[src/rtl/scan_mux_pkg.sv]
// Shared types and constants for the scan/fixed channel selector.
package scan_mux_pkg;

    typedef enum logic {
        MODE_FIXED = 1'b0,
        MODE_SCAN  = 1'b1
    } mode_t;

    localparam int XFER_CNT_W = 16;

endpackage

[src/rtl/mux_n.sv]
// Combinational N:1 word selector; zero is returned for an out-of-range index.
// No latency, no flow control.
module mux_n #(
    parameter  int N_CH = 4,
    parameter  int W    = 8,
    localparam int CW   = $clog2(N_CH)
) (
    input  logic [N_CH*W-1:0] data,
    input  logic [CW-1:0]     idx,
    output logic [W-1:0]      q
);

    always_comb begin
        q = '0;
        for (int c = 0; c < N_CH; c++) begin
            if (idx == CW'(c)) begin
                q = data[c*W +: W];
            end
        end
    end

endmodule

[src/rtl/scan_mux_inverter.sv]
// N-channel selector (fixed select or round-robin scan) with optional invert, 1-cycle registered output.
// Output word holds under backpressure; a single ready is granted only to the active channel.
module scan_mux_inverter
    import scan_mux_pkg::*;
#(
    parameter  int N_CH = 4,
    parameter  int W    = 8,
    localparam int CW   = $clog2(N_CH)
) (
    input  logic                  clk,
    input  logic                  rst,
    input  logic [N_CH*W-1:0]     in_data,
    input  logic [N_CH-1:0]       in_valid,
    output logic [N_CH-1:0]       in_ready,
    input  logic                  mode,
    input  logic [CW-1:0]         sel,
    input  logic                  invert,
    output logic [W-1:0]          out_data,
    output logic [CW-1:0]         out_ch,
    output logic                  out_valid,
    input  logic                  out_ready,
    output logic [XFER_CNT_W-1:0] xfer_cnt
);

    localparam logic [CW-1:0] PTR_LAST = CW'(N_CH - 1);

    mode_t          mode_e;
    logic [CW-1:0]  ptr;
    logic [CW-1:0]  act;
    logic           can_load;
    logic           xfer;
    logic [W-1:0]   act_data;

    assign mode_e   = mode_t'(mode);
    assign act      = (mode_e == MODE_SCAN) ? ptr : sel;
    assign can_load = !out_valid || out_ready;

    // An act beyond N_CH-1 matches no channel, so no ready is raised and nothing loads.
    always_comb begin
        in_ready = '0;
        for (int c = 0; c < N_CH; c++) begin
            in_ready[c] = can_load && (act == CW'(c));
        end
    end

    assign xfer = |(in_valid & in_ready);

    mux_n #(
        .N_CH (N_CH),
        .W    (W)
    ) u_mux (
        .data (in_data),
        .idx  (act),
        .q    (act_data)
    );

    always_ff @(posedge clk) begin
        if (rst) begin
            out_valid <= 1'b0;
            out_data  <= '0;
            out_ch    <= '0;
            xfer_cnt  <= '0;
            ptr       <= '0;
        end else begin
            if (can_load) begin
                out_valid <= xfer;
                if (xfer) begin
                    out_data <= invert ? ~act_data : act_data;
                    out_ch   <= act;
                end
                // Scan steps every loadable cycle so idle channels cost one clock each.
                if (mode_e == MODE_SCAN) begin
                    ptr <= (ptr == PTR_LAST) ? '0 : ptr + 1'b1;
                end
            end
            if (xfer) begin
                xfer_cnt <= xfer_cnt + 1'b1;
            end
        end
    end

endmodule

[config.mk]
export PLATFORM = sky130hd
export DESIGN_NAME = scan_mux_inverter
export DESIGN_NICKNAME = d
export VERILOG_FILES = /design/src/rtl/scan_mux_pkg.sv /design/src/rtl/mux_n.sv /design/src/rtl/scan_mux_inverter.sv
export SDC_FILE = /design/constraint.sdc
export NUM_CORES = 1
export LEC_CHECK = 0
export BUFFER_PORTS_ARGS = -buffer_cell sky130_fd_sc_hd__buf_2
export CAP_MARGIN = 20
export CORE_MARGIN = 5
export CORE_UTILIZATION = 45
export DETAILED_ROUTE_END_ITERATION = 10
export GPL_ROUTABILITY_DRIVEN = 0
export PLACE_DENSITY = 0.75
export SYNTH_ARGS = -nofsm -noshare
export SYNTH_HDL_FRONTEND = slang
export SYNTH_SLANG_ARGS = --single-unit
[constraint.sdc]
create_clock -name clk -period 3.3 [get_ports clk]
set_clock_uncertainty 0.15 [all_clocks]
set_input_delay 0.33 -clock clk [delete_from_list [all_inputs] [get_ports clk]]
set_output_delay 0.33 -clock clk [all_outputs]
set_load 0.01 [all_outputs]
Word-level counts from Yosys, hierarchy flattened
Cells that the tools add are included.

operators by class
  muxes and demuxes = 7
  reduce and logical (&&, ||, !) cells = 10
  add/subtract/negate cells = 2
  eq/ne operators = 4
  bitwise logic cells = 2

operator list
  cell                                                 number
  two-way mux 8 bit                                    5
  adder 16 x 1 -> 16 bit, second input constant        1
  NOT 8 bit                                            1
  equality test 2 bit, second input constant           3
  AND 4 bit                                            1
  logical AND 1 bit                                    4
  two-way mux 2 bit                                    2
  AND reduction 2 bit                                  2
  OR reduction 4 bit                                   1
  adder 2 x 1 -> 2 bit, second input constant          1
  equality test 2 x 1 -> 1 bit, second input constant  1
  logical NOT 2 bit                                    1
  logical NOT 1 bit                                    1
  logical OR 1 bit                                     1

storage, ports and cells
  input bits = 43
  register bits after elaboration = 29
  output and inout bits = 31
  logic and storage cells = 30

Logic depth before layout (Yosys ltp)
Gate-level depths: netlist of run 1.

  word-level depth = 8
  depth in mapped cells = 8

By module
Synthesis of run 1 repeated with hierarchy kept, for this count alone.

second synthesis, totals
  cells, all modules = 186
  area, all modules = 1,717.9 sq um

modules (own cells, without submodules)
  module             cells an instance  area an instance (sq um)  times used
  scan_mux_inverter  176                1,521.5                   1
  mux_n              10                 196.4                     1

Worst setup path after synthesis of run 1
No wires, ideal clock.

  path kind = in2reg
  from = input port mode
  to = register xfer_cnt[15]
  slack = 1.126 ns
  buffers on the path = 2
  required time = 3.080 ns
  arrival = 1.953 ns
  stages = 7
  cell sequence = buf_6 > mux2_4 > mux4_2 > buf_6 > nand4_4 > or4_1 > a21oi_1

between the ends
  longest elaborated chain between the ends = 5
  elaborated cells on any way between the ends = 11
  classes of those cells = eq/ne: 3; mux: 1; bitwise: 1; reduce/logical: 6

ends and longest elaborated chain
  item                                                        RTL line                 source
  start: declaration                                          scan_mux_inverter.sv:15  input logic mode,
  two-way mux 2 bit (*)                                       scan_mux_inverter.sv:35  assign act = (mode_e == MODE_SCAN) ? ptr : sel;
  equality test 2 x 1 -> 1 bit, or another cell as far along  scan_mux_inverter.sv:42  in_ready[c] = can_load && (act == CW'(c));
  logical AND 1 bit                                           scan_mux_inverter.sv:42
  AND 4 bit (*)                                               scan_mux_inverter.sv:46  assign xfer = |(in_valid & in_ready);
  OR reduction 4 bit (*)                                      scan_mux_inverter.sv:46
  end signal: assignment                                      scan_mux_inverter.sv:77  xfer_cnt <= xfer_cnt + 1'b1;
  end: declaration                                            scan_mux_inverter.sv:22  output logic [XFER_CNT_W-1:0] xfer_cnt

Every way passes the cells marked *; elsewhere a longest branch is shown, timed or not.
A chain may end at the register's enable or synchronous reset.

Final worst setup path of run 1
  from = register ptr[0]
  to = register xfer_cnt[12]

between the ends
  longest elaborated chain between the ends = 5
  elaborated cells on any way between the ends = 11
  classes of those cells = eq/ne: 3; mux: 1; bitwise: 1; reduce/logical: 6

ends and longest elaborated chain
  item                                                        RTL line                 source
  start: declaration                                          scan_mux_inverter.sv:28  logic [CW-1:0] ptr;
  start signal: assignment                                    scan_mux_inverter.sv:73  ptr <= (ptr == PTR_LAST) ? '0 : ptr + 1'b1;
  two-way mux 2 bit (*)                                       scan_mux_inverter.sv:35
  equality test 2 x 1 -> 1 bit, or another cell as far along  scan_mux_inverter.sv:42
  logical AND 1 bit                                           scan_mux_inverter.sv:42
  AND 4 bit (*)                                               scan_mux_inverter.sv:46
  OR reduction 4 bit (*)                                      scan_mux_inverter.sv:46

Marks and branches as above.

==> results.sh, run 1 <==
export IMPL_final_hold_violation_count=0
export IMPL_swShare_pct=29.3
export IMPL_avgSynthCellArea_um2=9.67
export IMPL_cts_tree="done"
export IMPL_comb_power_share_pct=25.6
export IMPL_instances_no_fill=284
export IMPL_routedLengthMet1_mm=1.68
export IMPL_route_top_layer_used="met4"
export IMPL_vias_per_cell=5.28
export IMPL_cp_required_ns=3.40
export IMPL_drt_total_wl_mm=4.03
export IMPL_first_global_vias=1483
export IMPL_syn2layout_area_growth_pct=27.1
export IMPL_netlist_cell_type_count=35
export IMPL_grt_pass1_wl_mm=6.73
export IMPL_antenna_diode_count=0
export IMPL_die_width_um=69.7
export IMPL_cap_viol_max_count=0
export IMPL_maximum_number_of_pins_on_one_net_before_global_route_repair=30
export IMPL_count_of_buffers_added_by_post_cts_timing_repair_for_setup=0
export IMPL_grt_ovfl_total=0
export IMPL_mapped_cell_area_mm2=0.00161
export IMPL_post_synth_inst_count=166
export IMPL_syn_num_nets=211
export IMPL_reg2reg_slack_ns=0.97
export IMPL_run_status="complete, no violations"
export IMPL_crit_path_end_kind="register"
export IMPL_detail_route_first_pass_iterations=4
export IMPL_clock_root_buffer="clkbuf_4"
export IMPL_post_route_util_pct=60.2
export IMPL_synth_async_sr_flop_share_pct=0
export IMPL_num_nets_final=282
export IMPL_number_of_enable_flip_flop_cells_after_synthesis=0
export IMPL_setup_worst_path_class="register to register"
export IMPL_peak_ir_drop_on_the_vdd_network_v=0.000222
export IMPL_post_cts_resized_instances=0
export IMPL_fin_crit_sh_pct=70.5
export IMPL_worst_slew_pin_slew_ns=0.867
export IMPL_routed_wl_met2_mm=2.06
export IMPL_detailroute_via_count=1499
export IMPL_placed_cells=276
export IMPL_dpl_worst_slack_ns=0.783
export IMPL_io_port_bufs=73
export IMPL_max_slew_margin_pct=40.5
export IMPL_power_consumption_uw=857
export IMPL_setup_repair_after_global_routing_missed_its_margin="false"
export IMPL_placeableCoreArea_mm2=0.00339
export IMPL_initial_core_util_pct=47.4
export IMPL_clock_fmax_mhz=430
export IMPL_synthFlopType="dfxtp_1"
export IMPL_start_kind="register"
export IMPL_timing_final_setup_violations=0
export IMPL_cp_data_arrival_time_ns=2.42
export IMPL_detail_route_wl_per_cell_um=14.2
export IMPL_worst_path_max_fanout=11
export IMPL_drtIter0Drc=95
export IMPL_yosys_warnings=0
export IMPL_worst_skew_pair_late_latency_ns=0.32
export IMPL_drc=0
export IMPL_track_usage_pct=17.0
export IMPL_synth_seq_cells=29
export IMPL_rows=21
export IMPL_number_of_antenna_violations_at_the_first_check_in_global_routing=0
export IMPL_clock_tree_htree_level_count=2
export IMPL_clock_sinks=29
export IMPL_antenna_left=0
export IMPL_cts_reportedPaths_clkPinSlew_ns=0.09
export IMPL_power_leakage_nw=0.922
export IMPL_finalCriticalPeriod_ns=2.33
export IMPL_cts_hold_bufs=0
export IMPL_setup_tns_final_ns=0
export IMPL_pwr_share_clk_pct=28.5
export IMPL_report_final_slew_viol_count=0
export IMPL_cellPowerDensity_mw_per_mm2=420
export IMPL_max_clock_path_buffers=2
export IMPL_cell_internal_pwr_uw=606
export IMPL_fin_ws_ns=0.974
export IMPL_power_net_switching_uw=251
export IMPL_class_of_the_most_critical_hold_timing_path="input pin to register"
export IMPL_die_h_um=69.7
export IMPL_io_pins=74
export IMPL_seq_power_share_pct=45.9
export IMPL_wl_met3_um=200
export IMPL_dpl_hpwl_mm=3.20
export IMPL_synth_sequential_area_ratio_pct=36.2
export IMPL_die_area_mm2=0.00486
export IMPL_tritoncts_num_buffers=5
export IMPL_proportion_of_layout_cells_with_a_drive_suffix_above_1_pct=40.3
-- critical path: stages (launching register included) --
cell     delay [ns]
dfxtp_1        0.36
mux2_4         0.31
mux4_2         0.50
nand2_1        0.21
or4_1          0.57
a21oi_1        0.15
-- per-layer routing --
layer | global-route usage [%] | vias to the layer above
met1 | 19.5 | 711
met2 | 29.4 | 38
met5 | 0 | -
met3 | 5.36 | 9
li1 | - | 741
met4 | 6.38 | 0
-- path summary, 6_finish.rpt --
kind	endpoint	cells after the start	start
setup / recovery	xfer_cnt[12]	5	ptr[0]
hold / removal	ptr[1]	3	mode
setup reg to reg	xfer_cnt[12]	5	ptr[0]
hold reg to reg	xfer_cnt[15]	2	xfer_cnt[15]
-- per-stage QoR --
| stage | hold WS [ns] | area (um2) |
|---|---|---|
| 6_report | 0.192 | 2040 |
| 5_1_grt | 0.192 | 2040 |
| 4_1_cts | 0.179 | 2040 |
| 3_5_place_dp | 0.324 | 1970 |
| 3_3_place_gp | 0.318 | 1970 |
| 2_1_floorplan | 0.312 | 1610 |
-- registers in the layout, summed over array words and instances, names as in the netlist --
register	count
xfer_cnt	16
out_data	8
out_ch	2
ptr	2
out_valid	1
-- logic make-up (layout without fill, tap and decap cells) --
group	after synthesis	in the layout	synth area share [%]
xor+xnor	18	18	9.82
fa+ha+maj	2	2	1.56
buf+inv	11	83	4.29
compound gates	27	27	10.8
simple gates	65	65	21.3
flops	29	29	36.2
mux	14	14	16.1
-- final cells by class --
cell class	instances	area (um2)
well taps	46	57.6
inverters	1	3.75
repair buffers	74	373
fillers	327	1350
clock buffers	7	65.1
multi-input cells	126	956
clock inverters	1	5.00
flip-flops and latches	29	581
-- cell usage in the layout, fill, tap and decap left out, drive strengths merged, types with 4 or more instances in the layout --
cell type and count:
clkbuf 7, or4 4, mux4 9, a211oi 9, nor2 24, nand2 14, dfxtp 29, buf 74
nand3 5, a21oi 11, and3 4, o31ai 4, xor2 9, xnor2 9
-- synthesized netlist by cell type, types with 2 or more instances --
| cell | count | area (um2) |
|---|---|---|
| dfxtp_1 | 29 | 581 |
| nor2_1 | 24 | 90.1 |
| nand2_1 | 14 | 52.6 |
| a21oi_1 | 11 | 55.1 |
| mux4_2 | 9 | 203 |
| xnor2_1 | 9 | 78.8 |
| xor2_1 | 9 | 78.8 |
| a211oi_1 | 8 | 60.1 |
| nand3_1 | 5 | 25.0 |
| and3_1 | 4 | 25.0 |
| clkbuf_1 | 4 | 15.0 |
| o31ai_1 | 4 | 30.0 |
| or4_1 | 4 | 30.0 |
| buf_6 | 3 | 33.8 |
| mux2i_1 | 3 | 30.0 |
| o21ai_0 | 3 | 15.0 |
| and4_1 | 2 | 17.5 |
| ha_1 | 2 | 25.0 |
| nand4_1 | 2 | 12.5 |
| nand4b_1 | 2 | 17.5 |
-- power groups by stage --
| stage | combinational (mW) | clock (mW) | sequential (mW) |
|---|---|---|---|
| 2_1_floorplan | 0.146 | 0 | 0.411 |
| 3_3_place_gp | 0.216 | 0 | 0.401 |
| 3_5_place_dp | 0.222 | 0 | 0.402 |
| 4_1_cts | 0.222 | 0.253 | 0.394 |
| 5_1_grt | 0.240 | 0.272 | 0.397 |
| 6_report | 0.219 | 0.244 | 0.393 |
(Power assumes the default switching activity.)
==> inputs of run 2 (changes only) <==
--- a/config.mk
+++ b/config.mk
@@ -8,10 +8,10 @@
 export BUFFER_PORTS_ARGS = -buffer_cell sky130_fd_sc_hd__buf_2
 export CAP_MARGIN = 20
 export CORE_MARGIN = 5
-export CORE_UTILIZATION = 45
+export CORE_UTILIZATION = 42
 export DETAILED_ROUTE_END_ITERATION = 10
 export GPL_ROUTABILITY_DRIVEN = 0
-export PLACE_DENSITY = 0.75
+export PLACE_DENSITY = 0.74
 export SYNTH_ARGS = -nofsm -noshare
 export SYNTH_HDL_FRONTEND = slang
 export SYNTH_SLANG_ARGS = --single-unit
==> constraint.sdc (replaced) <==
create_clock -name clk -period 2 [get_ports clk]
set_clock_uncertainty 0.15 [all_clocks]
set_input_delay 0.2 -clock clk [delete_from_list [all_inputs] [get_ports clk]]
set_output_delay 0.2 -clock clk [all_outputs]
set_load 0.01 [all_outputs]
==> run 2 against run 1 <==
The run now ends with negative setup slack left. Clock-buffer cell count shrank 1. Sequential power grew 66%. Hold slack lost 0.0095 ns. Routed wire length grew 14%. Clock power grew to 2.6 times the previous value. Register-to-register slack lost 1.0 ns. Setup slack lost 1.0 ns. Critical endpoint unchanged. Critical path type unchanged.
==> results.sh, run 2 (synthesis gave the netlist of run 1 again) <==
export IMPL_run_status="complete, but fails checks"
export IMPL_violations="negative setup slack"
export IMPL_antenna_diode_count=0
export IMPL_biggest_regs="xfer_cnt: 16 flops, out_data: 8 flops"
export IMPL_io_port_bufs=73
export IMPL_detailroute_via_count=1606
export IMPL_cts_reportedPaths_clkPinSlew_ns=0.06
export IMPL_vias_per_cell=5.25
export IMPL_routedLengthMet1_mm=1.82
export IMPL_fin_crit_sh_pct=102
export IMPL_track_usage_pct=18.1
export IMPL_layout_common_cells="73 x buf_2, 28 x dfxtp_1, 22 x nor2_1"
export IMPL_finalCriticalPeriod_ns=2.04
export IMPL_worst_slew_pin_slew_ns=0.560
export IMPL_cp_data_arrival_time_ns=2.09
export IMPL_maximum_number_of_pins_on_one_net_before_global_route_repair=30
export IMPL_setup_worst_path_class="register to register"
export IMPL_power_leakage_nw=1.04
export IMPL_route_top_layer_used="met4"
export IMPL_setup_repair_after_global_routing_missed_its_margin="true"
export IMPL_pwr_share_clk_pct=36.8
export IMPL_antenna_left=0
export IMPL_clock_fmax_mhz=491
export IMPL_cts_hold_bufs=0
export IMPL_max_clock_path_buffers=2
export IMPL_rows=22
export IMPL_crit_path_end_kind="register"
export IMPL_fin_ws_ns=-0.0371
export IMPL_largest_reg_flops=16
export IMPL_detail_route_first_pass_iterations=5
export IMPL_max_slew_margin_pct=62.7
export IMPL_worst_path_max_delay_cell="or4_4"
export IMPL_clock_sinks=29
export IMPL_timing_final_setup_violations=4
export IMPL_final_hold_violation_count=0
export IMPL_cellPowerDensity_mw_per_mm2=756
export IMPL_drt_total_wl_mm=4.58
export IMPL_num_fill_cells=326
export IMPL_peak_ir_drop_on_the_vdd_network_v=0.000628
export IMPL_drc=0
export IMPL_seq_power_share_pct=37.9
export IMPL_cell_internal_pwr_mw=1.25
export IMPL_worst_path_max_fanout=5
export IMPL_initial_core_util_pct=43.5
export IMPL_grt_ovfl_total=0
export IMPL_worst_skew_pair_late_latency_ns=0.28
export IMPL_syn2layout_area_growth_pct=41.6
export IMPL_swShare_pct=27.1
export IMPL_die_area_mm2=0.00516
export IMPL_total_area_of_multi_input_combinational_cells_um2=981
export IMPL_dpl_worst_slack_ns=-0.120
export IMPL_num_nets_final=302
export IMPL_clock_tree_htree_level_count=2
export IMPL_largest_register="xfer_cnt"
export IMPL_proportion_of_layout_cells_with_a_drive_suffix_above_1_pct=47.3
export IMPL_drtIter0Drc=28
export IMPL_tritoncts_num_buffers=5
export IMPL_post_route_util_pct=61.6
export IMPL_regArea_um2=582
export IMPL_dpl_hpwl_mm=3.49
export IMPL_cap_viol_max_count=0
export IMPL_detail_route_wl_per_cell_um=15.0
export IMPL_final_common_cell="buf_2"
export IMPL_clock_root_buffer="clkbuf_8"
export IMPL_start_kind="register"
export IMPL_cts_tree="done"
export IMPL_die_h_um=71.8
export IMPL_power_net_switching_uw=465
export IMPL_comb_power_share_pct=25.3
export IMPL_first_global_vias=1628
export IMPL_report_final_slew_viol_count=0
export IMPL_routed_wl_met2_mm=2.44
export IMPL_die_width_um=71.8
export IMPL_class_of_the_most_critical_hold_timing_path="input pin to register"
export IMPL_cp_required_ns=2.06
export IMPL_max_stage_delay_ns=0.54
export IMPL_io_pins=74
export IMPL_number_of_antenna_violations_at_the_first_check_in_global_routing=0
export IMPL_wl_met3_um=181
export IMPL_power_consumption_mw=1.72
export IMPL_placeableCoreArea_mm2=0.00369
export IMPL_timing_critical_path_cells="mux2_4, mux4_2, nand2_1, or4_4, a21oi_2"
export IMPL_grt_pass1_wl_mm=7.34
## run 2: per-layer routing
metal  GRT usage, %  up-vias
li1               -      785
met1           19.7      769
met2           32.7       38
met3           4.07       14
met4           8.77        0
met5              0        -
## run 2: final timing paths
kind / start / endpoint / slack, ns / cells after the start
hold reg to reg: out_data[4] / out_data[4] / 0.34 / 2
setup reg to reg: ptr[0] / xfer_cnt[12] / -0.04 / 5
hold / removal: out_ready / out_ch[1] / 0.18 / 4
setup / recovery: ptr[0] / xfer_cnt[12] / -0.04 / 5
## run 2: power by group through the flow
stage                     logic (mW)  registers, mW  clock network, mW
after floorplan                0.240          0.677                  0
after global placement         0.401          0.659                  0
after detailed placement       0.411          0.662                  0
after CTS                      0.418          0.650              0.648
after global routing           0.475          0.657              0.667
final                          0.434          0.651              0.633
## run 2: area by class of cell
type / count / area share, %
Clock inverter: 2 / 1.65
Sequential cell: 29 / 25.6
Inverter: 1 / 0.165
Clock buffer: 6 / 3.63
Multi-Input combinational cell: 127 / 43.1
Tap cell: 48 / 2.64
Timing Repair Buffer: 93 / 23.2
## run 2: critical path: cells and delay by family, from the launching register on
family	cells	cell delay, ns
compound gates	1	0.15
mux	2	0.66
simple gates	2	0.67
flops	1	0.33
## run 2: timing repair
item	CTS	global route
endpoints found under the setup margin	3	14
resized for setup	4	6
cloned	0	1
setup buffers	1	1
pin swaps	1	2
## run 2: through the flow
stage	cells	hold WS (ns)	TNS, ns	cell area, um2
detailed placement	295	0.330	-1.09	2100
global placement	295	0.315	-0.359	2100
floorplan	166	0.312	-0.0436	1610
CTS	304	0.174	-0.0330	2240
finish	306	0.182	-0.0880	2270
global route	306	0.236	-0.338	2270
